### src/rtl/seg_display_driver.sv
// seg_display_driver
//   Drives a 4-digit, common-anode, multiplexed 7-segment display as MM.SS
//   from binary minutes/seconds. Each field becomes two BCD digits. The digits
//   are scanned one at a time, and the decimal point after the minutes ones
//   digit acts as the separator. While adjust is active, the digit pair under
//   adjustment blinks.
//
// Parameters
//   REFRESH_DIV : clk cycles each digit stays lit (>= 2)
//   BLINK_DIV   : clk cycles per blink half-period (>= 2)
//
// Ports
//   clk     : system clock, rising edge
//   reset   : asynchronous, active-low reset (display dark)
//   minutes : binary minutes 0..59 (60..63 shown as dashes)
//   seconds : binary seconds 0..59 (60..63 shown as dashes)
//   adjust  : adjust mode active, enables blinking
//   select  : blink target, 0 = minutes pair, 1 = seconds pair
//   an      : digit enables, active-low, an[3] = minutes tens .. an[0] = seconds ones
//   seg     : segment cathodes, active-low, {g,f,e,d,c,b,a}
//   dp      : decimal point, active-low
module seg_display_driver #(
  parameter int unsigned REFRESH_DIV = 100000,
  parameter int unsigned BLINK_DIV   = 25000000
) (
  input  logic       clk,
  input  logic       reset,
  input  logic [5:0] minutes,
  input  logic [5:0] seconds,
  input  logic       adjust,
  input  logic       select,
  output logic [3:0] an,
  output logic [6:0] seg,
  output logic       dp
);

  localparam int unsigned RW = (REFRESH_DIV > 1) ? $clog2(REFRESH_DIV) : 1;
  localparam int unsigned BW = (BLINK_DIV > 1) ? $clog2(BLINK_DIV) : 1;

  typedef enum logic {
    PH_ON  = 1'b0,
    PH_OFF = 1'b1
  } phase_t;

  logic [RW-1:0] r_refresh_cnt;
  logic [1:0]    r_digit;
  logic [BW-1:0] r_blink_cnt;
  phase_t        r_phase;
  logic [5:0]    r_min_cap;
  logic [5:0]    r_sec_cap;

  logic          w_refresh_wrap;
  logic          w_blink_wrap;
  logic [7:0]    w_min_bcd;
  logic [7:0]    w_sec_bcd;
  logic          w_min_dash;
  logic          w_sec_dash;
  logic [3:0]    w_digit_val;
  logic          w_digit_dash;
  logic [6:0]    w_digit_seg;
  logic          w_blank;

  // Binary 0..59 to {tens, ones} by range compare and subtract.
  // Only the low nibble of the remainder is needed: it is below 10, so the
  // subtraction modulo 16 (of v[3:0] and the tens offset mod 16) is exact.
  function automatic logic [7:0] f_bcd(input logic [5:0] v);
    logic [3:0] tens;
    logic [3:0] ones;
    if (v >= 6'd50) begin
      tens = 4'd5;
      ones = v[3:0] - 4'd2;   // 50 mod 16
    end else if (v >= 6'd40) begin
      tens = 4'd4;
      ones = v[3:0] - 4'd8;   // 40 mod 16
    end else if (v >= 6'd30) begin
      tens = 4'd3;
      ones = v[3:0] - 4'd14;  // 30 mod 16
    end else if (v >= 6'd20) begin
      tens = 4'd2;
      ones = v[3:0] - 4'd4;   // 20 mod 16
    end else if (v >= 6'd10) begin
      tens = 4'd1;
      ones = v[3:0] - 4'd10;
    end else begin
      tens = 4'd0;
      ones = v[3:0];
    end
    return {tens, ones};
  endfunction

  function automatic logic [6:0] f_seg(input logic [3:0] d);
    logic [6:0] s;
    case (d)
      4'd0:    s = 7'h40;
      4'd1:    s = 7'h79;
      4'd2:    s = 7'h24;
      4'd3:    s = 7'h30;
      4'd4:    s = 7'h19;
      4'd5:    s = 7'h12;
      4'd6:    s = 7'h02;
      4'd7:    s = 7'h78;
      4'd8:    s = 7'h00;
      4'd9:    s = 7'h10;
      default: s = 7'h7F;
    endcase
    return s;
  endfunction

  always_comb begin
    w_refresh_wrap = (r_refresh_cnt == RW'(REFRESH_DIV - 1));
    w_blink_wrap   = (r_blink_cnt == BW'(BLINK_DIV - 1));

    w_min_bcd  = f_bcd(r_min_cap);
    w_sec_bcd  = f_bcd(r_sec_cap);
    w_min_dash = (r_min_cap > 6'd59);
    w_sec_dash = (r_sec_cap > 6'd59);

    w_digit_val  = 4'd0;
    w_digit_dash = 1'b0;
    case (r_digit)
      2'd0: begin w_digit_val = w_sec_bcd[3:0]; w_digit_dash = w_sec_dash; end
      2'd1: begin w_digit_val = w_sec_bcd[7:4]; w_digit_dash = w_sec_dash; end
      2'd2: begin w_digit_val = w_min_bcd[3:0]; w_digit_dash = w_min_dash; end
      default: begin w_digit_val = w_min_bcd[7:4]; w_digit_dash = w_min_dash; end
    endcase
    w_digit_seg = w_digit_dash ? 7'h3F : f_seg(w_digit_val);

    // r_digit[1] is 1 for the minutes pair; the selected pair is blanked in the off phase.
    w_blank = (r_phase == PH_OFF) && (r_digit[1] != select);
  end

  always_ff @(posedge clk or negedge reset) begin
    if (!reset) begin
      r_refresh_cnt <= '0;
      r_digit       <= '0;
      r_blink_cnt   <= '0;
      r_phase       <= PH_ON;
      r_min_cap     <= '0;
      r_sec_cap     <= '0;
      an            <= '1;
      seg           <= '1;
      dp            <= 1'b1;
    end else begin
      if (w_refresh_wrap) begin
        r_refresh_cnt <= '0;
        r_digit       <= r_digit + 2'd1;
        // Sample a whole frame at once so a frame never mixes two input values.
        if (r_digit == 2'd3) begin
          r_min_cap <= minutes;
          r_sec_cap <= seconds;
        end
      end else begin
        r_refresh_cnt <= r_refresh_cnt + 1'b1;
      end

      if (!adjust) begin
        r_blink_cnt <= '0;
        r_phase     <= PH_ON;
      end else if (w_blink_wrap) begin
        r_blink_cnt <= '0;
        r_phase     <= (r_phase == PH_ON) ? PH_OFF : PH_ON;
      end else begin
        r_blink_cnt <= r_blink_cnt + 1'b1;
      end

      if (w_blank) begin
        an  <= '1;
        seg <= '1;
        dp  <= 1'b1;
      end else begin
        an  <= ~(4'b0001 << r_digit);
        seg <= w_digit_seg;
        dp  <= (r_digit != 2'd2);
      end
    end
  end

endmodule

### config.mk
export PLATFORM = sky130hd
export DESIGN_NAME = seg_display_driver
export DESIGN_NICKNAME = d
export VERILOG_FILES = /design/src/rtl/seg_display_driver.sv
export SDC_FILE = /design/constraint.sdc
export NUM_CORES = 1
export LEC_CHECK = 0
export ABC_CLOCK_PERIOD_IN_PS = 3200
export CAP_MARGIN = 20
export CORE_ASPECT_RATIO = 1.1
export CORE_UTILIZATION = 55
export CTS_CLUSTER_DIAMETER = 60
export DETAILED_ROUTE_END_ITERATION = 8
export PLACE_DENSITY = 0.79
export SYNTH_ARGS = -nofsm -noshare
export SYNTH_HDL_FRONTEND = slang
export SYNTH_SLANG_ARGS = --single-unit
export TNS_END_PERCENT = 20
### constraint.sdc
create_clock -name clk -period 3.2 [get_ports clk]
set_clock_uncertainty 0.1 [all_clocks]
set_input_delay 0.48 -clock clk [delete_from_list [all_inputs] [get_ports clk]]
set_output_delay 0.48 -clock clk [all_outputs]
set_load 0.01 [all_outputs]
Yosys cells after proc, flatten, opt, wreduce, memory -nomap -nowiden
Memories as Yosys holds them, arrays and structs flattened.
Index checks and enable logic that the tools add are counted.
Word-level totals
  flip-flop bits (word level): 69
  bits in read-only memories: 112
  logic and storage cells: 81
  memories: 1
Memories
  (no name shown): words 16, bits a word 7, rd ports 1, clocked after memory_dff 0, write ports 0, line 93  | case (d)
Operators by class
  $add $sub $neg: 13
  $lt $le $gt $ge: 12
  eq/ne operators: 8
  shift operators: 1
  multiplexer cells: 32
  bitwise operators: 1
  reductions and logical operators: 4
Operators by type and width (count)
  $mux 25: 2
  $mux 4: 12
  $add 25x1->25 const B: 1
  $eq 25x25->1 const B: 1
  $ge 6x5->1 const B: 4
  $ge 6x6->1 const B: 4
  $sub 4x4->4 const B: 6
  $add 17x1->17 const B: 1
  $eq 17x17->1 const B: 1
  $mux 17: 1
  $mux 7: 2
  $ge 6x4->1 const B: 2
  $gt 6x6->1 const B: 2
  $pmux 4 s3: 1
  $mux 3: 3
  $mux 2: 4
  $sub 4x2->4 const B: 2
  $sub 4x3->4 const B: 2
  $mux 1: 7
  $eq 2x2->1 const B: 2
  $not 4->4: 1
  $shl 1x2->4 const A: 1
  $add 2x1->2 const B: 1
  $eq 2x1->1 const B: 1
  other kinds (7): 7

Logic depth before layout (Yosys ltp)
An unclocked memory read counts as a cell.
  depth in word-level cells: 10
  depth in mapped cells: 13
  gate-level depth less buffers: 11

Worst setup path before layout
OpenSTA, ideal clock, no wires.
  path type: register to register
  start: register r_sec_cap[2]
  end: register seg[3]
  library setup time: 89 ps
  arrival: 2653 ps
  data required time: 3011 ps
  setup slack: 358 ps
  stages on the path, launching flop included: 13
  path buffers: 1
  cells stage by stage: dfrtp_1 -> inv_1 -> ha_1 -> a2111oi_4 -> nand2_1 -> a31oi_1 -> mux2i_1 -> a221o_1 -> buf_6 -> ha_1 -> inv_1 -> o21ai_0 -> o211ai_1
Between the ends
  word-level cells in the longest chain between the ends: 10
Ends and longest elaborated chain
  from (decl): line 50  | logic [5:0] r_sec_cap;
  from (signal assigned): line 150  | r_sec_cap <= seconds;
  $ge 6x4->1 or $sub 4x4->4 (tied branches): line 81, 83
  $mux 1 or $mux 4 (tied branches): line 81  | end else if (v >= 6'd10) begin
  $mux 2 or $mux 4 (tied branches): line 78  | end else if (v >= 6'd20) begin
  $mux 2 or $mux 4 (tied branches): line 75  | end else if (v >= 6'd30) begin
  $mux 3 or $mux 4 (tied branches): line 72  | end else if (v >= 6'd40) begin
  $mux 3 or $mux 4 (tied branches): line 69  | if (v >= 6'd50) begin
  $pmux 4 s3: line 120  | case (r_digit)
  $mem_v2 16x7
  $mux 7 *: line 126  | w_digit_seg = w_digit_dash ? 7'h3F : f_seg(w_digit_val);
  $mux 7 *: line 166  | if (w_blank) begin
  to (signal assigned): line 172  | seg <= w_digit_seg;
  to (decl): line 33  | output logic [6:0] seg,
Every way passes the cells marked *; elsewhere a longest branch is shown, timed or not.
A chain may end at the register's enable or synchronous reset.

Worst setup path in the final report
  start: register r_min_cap[1]
  end: register seg[6]
Between the ends
  word-level cells in the longest chain between the ends: 10
Ends and longest elaborated chain
  from (decl): line 49  | logic [5:0] r_min_cap;
  from (signal assigned): line 149  | r_min_cap <= minutes;
  $ge 6x4->1 or $sub 4x4->4 (tied branches): line 81, 83
  $mux 1 or $mux 4 (tied branches): line 81
  $mux 2 or $mux 4 (tied branches): line 78
  $mux 2 or $mux 4 (tied branches): line 75
  $mux 3 or $mux 4 (tied branches): line 72
  $mux 4: line 69
  $pmux 4 s3: line 120
  $mem_v2 16x7
  $mux 7 *: line 126
  $mux 7 *: line 166
Marks and branches as above.

==> results.toml <==
[floorplan]
start_util_pct = 56.8
core_area_mm2 = 0.00705
pin_count = 28
rows = 32
die_h_um = 91.5
dieArea_mm2 = 0.00763
die_x_um = 83.4

[global_route]
grt_pass1_wl_mm = 14.4
gr-usage-met1_pct = 28.5
grt_pass1_vias = 3160
globalRoute.busiestLayer = "met2"
grt_use_met2_pct = 39.5
grt_max_degree = 35
use_met3_pct = 5.64
grt_antenna_before_repair = 0
grt-ovfl-total = 0
grt.total_usage_pct = 23.5

[job]
maxCapViolations = 0

[yosys]
yosys.area_share.xor_xnor_pct = 9.18
synth_top_area_cell = "dfrtp_1"
ys_ff_latch = 68
synthAdderAreaFrac_pct = 7.50
synth_warnings = 0
synthSimpleGateAreaFrac_pct = 21.9
synth-main-ff-cell = "dfrtp_1"
async_reset_ff_share_pct = 100
synthesis.nets = 457
synth_compound_area_share_pct = 13.5
synth.mux.area_fraction_pct = 2.19
synth_seq_area_share_pct = 42.8
synth_area_mm2 = 0.00401
synth_edf_count = 0
avgSynthCellArea_um2 = 9.60
syn_inst = 417
ys_top_cells_by_area = "dfrtp_1 (36%), ha_1 (7.5%), dfstp_2 (7.2%)"
synth_cell_types = 59
synth_top_family_by_area = "simple AND/OR/NAND/NOR gates"
yosysTopAreaCellShare_pct = 35.6

[detailed_routing]
drtPass1Iterations = 5
vias = 3221
drt.antenna.violating_nets = 0
wire_per_inst_um = 15.9
wl_mm = 8.56
post_drt_via_cell_ratio = 5.96
drc = 0
drt-initial-drc-count = 188

[timing]
setup_violations = 0
fin_crit_ns = 3.08
clock.fmax_ghz = 0.325
finalSetupTns_ns = 0
timing.final.crit_share_pct = 96.1
hold_viol_final = 0
worst_pin_slew_ns = 0.761
slew_headroom_pct = 49.3
whs_ns = 0.109
slew_violations = 0

[cts]
clock_sinks = 68
clk_latency_ns = 0.34
clk_pin_slew_worst_paths_ns = 0.07
post_cts_resized = 0
cts.path.max_buffers = 2
holdBufCountCts = 0
h-tree-depth = 3
post_cts_buffers = 0
cts_buffers = 9
cts_root_buf = "clkbuf_8"
cts_tree = "built"

[placement]
gp_congestion = 0.935
place_area_mm2 = 0.00436
port_buffers = 27
dp_hpwl_mm = 5.98

[final_layout]
n_antenna_cell = 0
mostFrequentLayoutCells = "dfrtp_1 (55), nor2_1 (48), nand2_1 (46)"
areaGrowthSynthToFinish_pct = 14.0
fill_cells = 567
final_common_cell = "dfrtp_1"
postLayoutCellArea_mm2 = 0.00457
drive_gt1_share_pct = 11.2
nets = 490

[critical_path]
cp-end-kind = "flip-flop"
required_ns = 3.36
crit_fanout = 12
cp.arrival_ns = 3.24
start_kind = "flip-flop"
crit_type = "flip-flop to flip-flop"

[min_path]
hp-class = "input port to asynchronous set/reset pin"

[power]
powerDensity_mw_per_mm2 = 353
leakagePower_nw = 2.08
ir_drop_v = 0.000260
power_mw = 1.61

[outcome]
status = "finished clean"
-- cell usage after synthesis (3+ instances only) --
cell	number
a21o_1	4
a21oi_1	9
a31oi_1	4
and2_1	7
and3_1	9
and4_1	3
clkbuf_1	5
dfrtp_1	57
dfstp_2	11
ha_1	24
inv_1	16
mux2_2	6
nand2_1	46
nand3_1	21
nand3b_1	3
nand4_1	6
nor2_1	48
nor2b_1	7
nor3_1	5
nor4_1	3
o2111ai_1	4
o211ai_1	4
o21ai_0	20
or3_1	4
xnor2_1	15
xor2_1	27
-- where the power goes --
group / internal, mW / switching (mW)
registers: 0.863 / 0.00296
clock network: 0.382 / 0.317
logic: 0.0201 / 0.0259
-- logic make-up after synthesis --
group,count (synthesis)
fa+ha+maj,24
mux,8
simple gates,174
flops,68
xor+xnor,42
compound gates,74
buf+inv,27
-- flip-flops by register name (all words and copies together) (netlist names), 2 cells and up --
signal	count
seg	7
r_refresh_cnt	17
r_digit	2
r_blink_cnt	25
an	3
r_min_cap	6
r_sec_cap	6
-- layer usage --
metal	vias up	share of wire (%)
li1	1526	-
met1	1556	43
met2	110	49
met3	29	5.4
met4	0	2.7
met5	-	0
-- critical path: stages (launching register included) --
cell      delay [ns]
dfrtp_1         0.60
inv_1           0.14
ha_1            0.36
or3_1           0.38
o211a_1         0.21
o221a_2         0.24
o211ai_2        0.38
mux2_2          0.40
o211ai_1        0.19
-- metrics by stage --
stage / utilization [%] / std cells / setup slack, ns
after floorplan: - / 417 / 0.358
after global placement: 61.9 / 524 / 0.256
after detailed placement: 61.9 / 524 / 0.146
after CTS: 64.5 / 540 / 0.120
after global routing: 64.8 / 540 / -0.00754
final: 64.8 / 540 / 0.123
-- worst paths after layout --
check | startpoint | to | slack, ns | cells after the start
setup reg to reg | r_min_cap[1] | seg[6] | 0.12 | 8
hold / removal | reset | r_refresh_cnt[12] | 0.11 | 1
hold reg to reg | r_refresh_cnt[4] | r_refresh_cnt[4] | 0.38 | 1
min in group clk | r_refresh_cnt[4] | r_refresh_cnt[4] | 0.38 | 1
max in group asynchronous | reset | r_blink_cnt[23] | 2.16 | 2
setup / recovery | r_min_cap[1] | seg[6] | 0.12 | 8
-- final cells by class --
class | count | area (um^2) | area share, %
clock buffer | 14 | 153 | 3.34
clock inverter | 2 | 35.0 | 0.767
inverter | 17 | 63.8 | 1.40
multi-input combinational | 322 | 2190 | 47.9
sequential | 68 | 1720 | 37.6
tap | 85 | 106 | 2.33
timing repair buffer | 32 | 303 | 6.63
No activity file was read; power rests on OpenSTA's default activity.
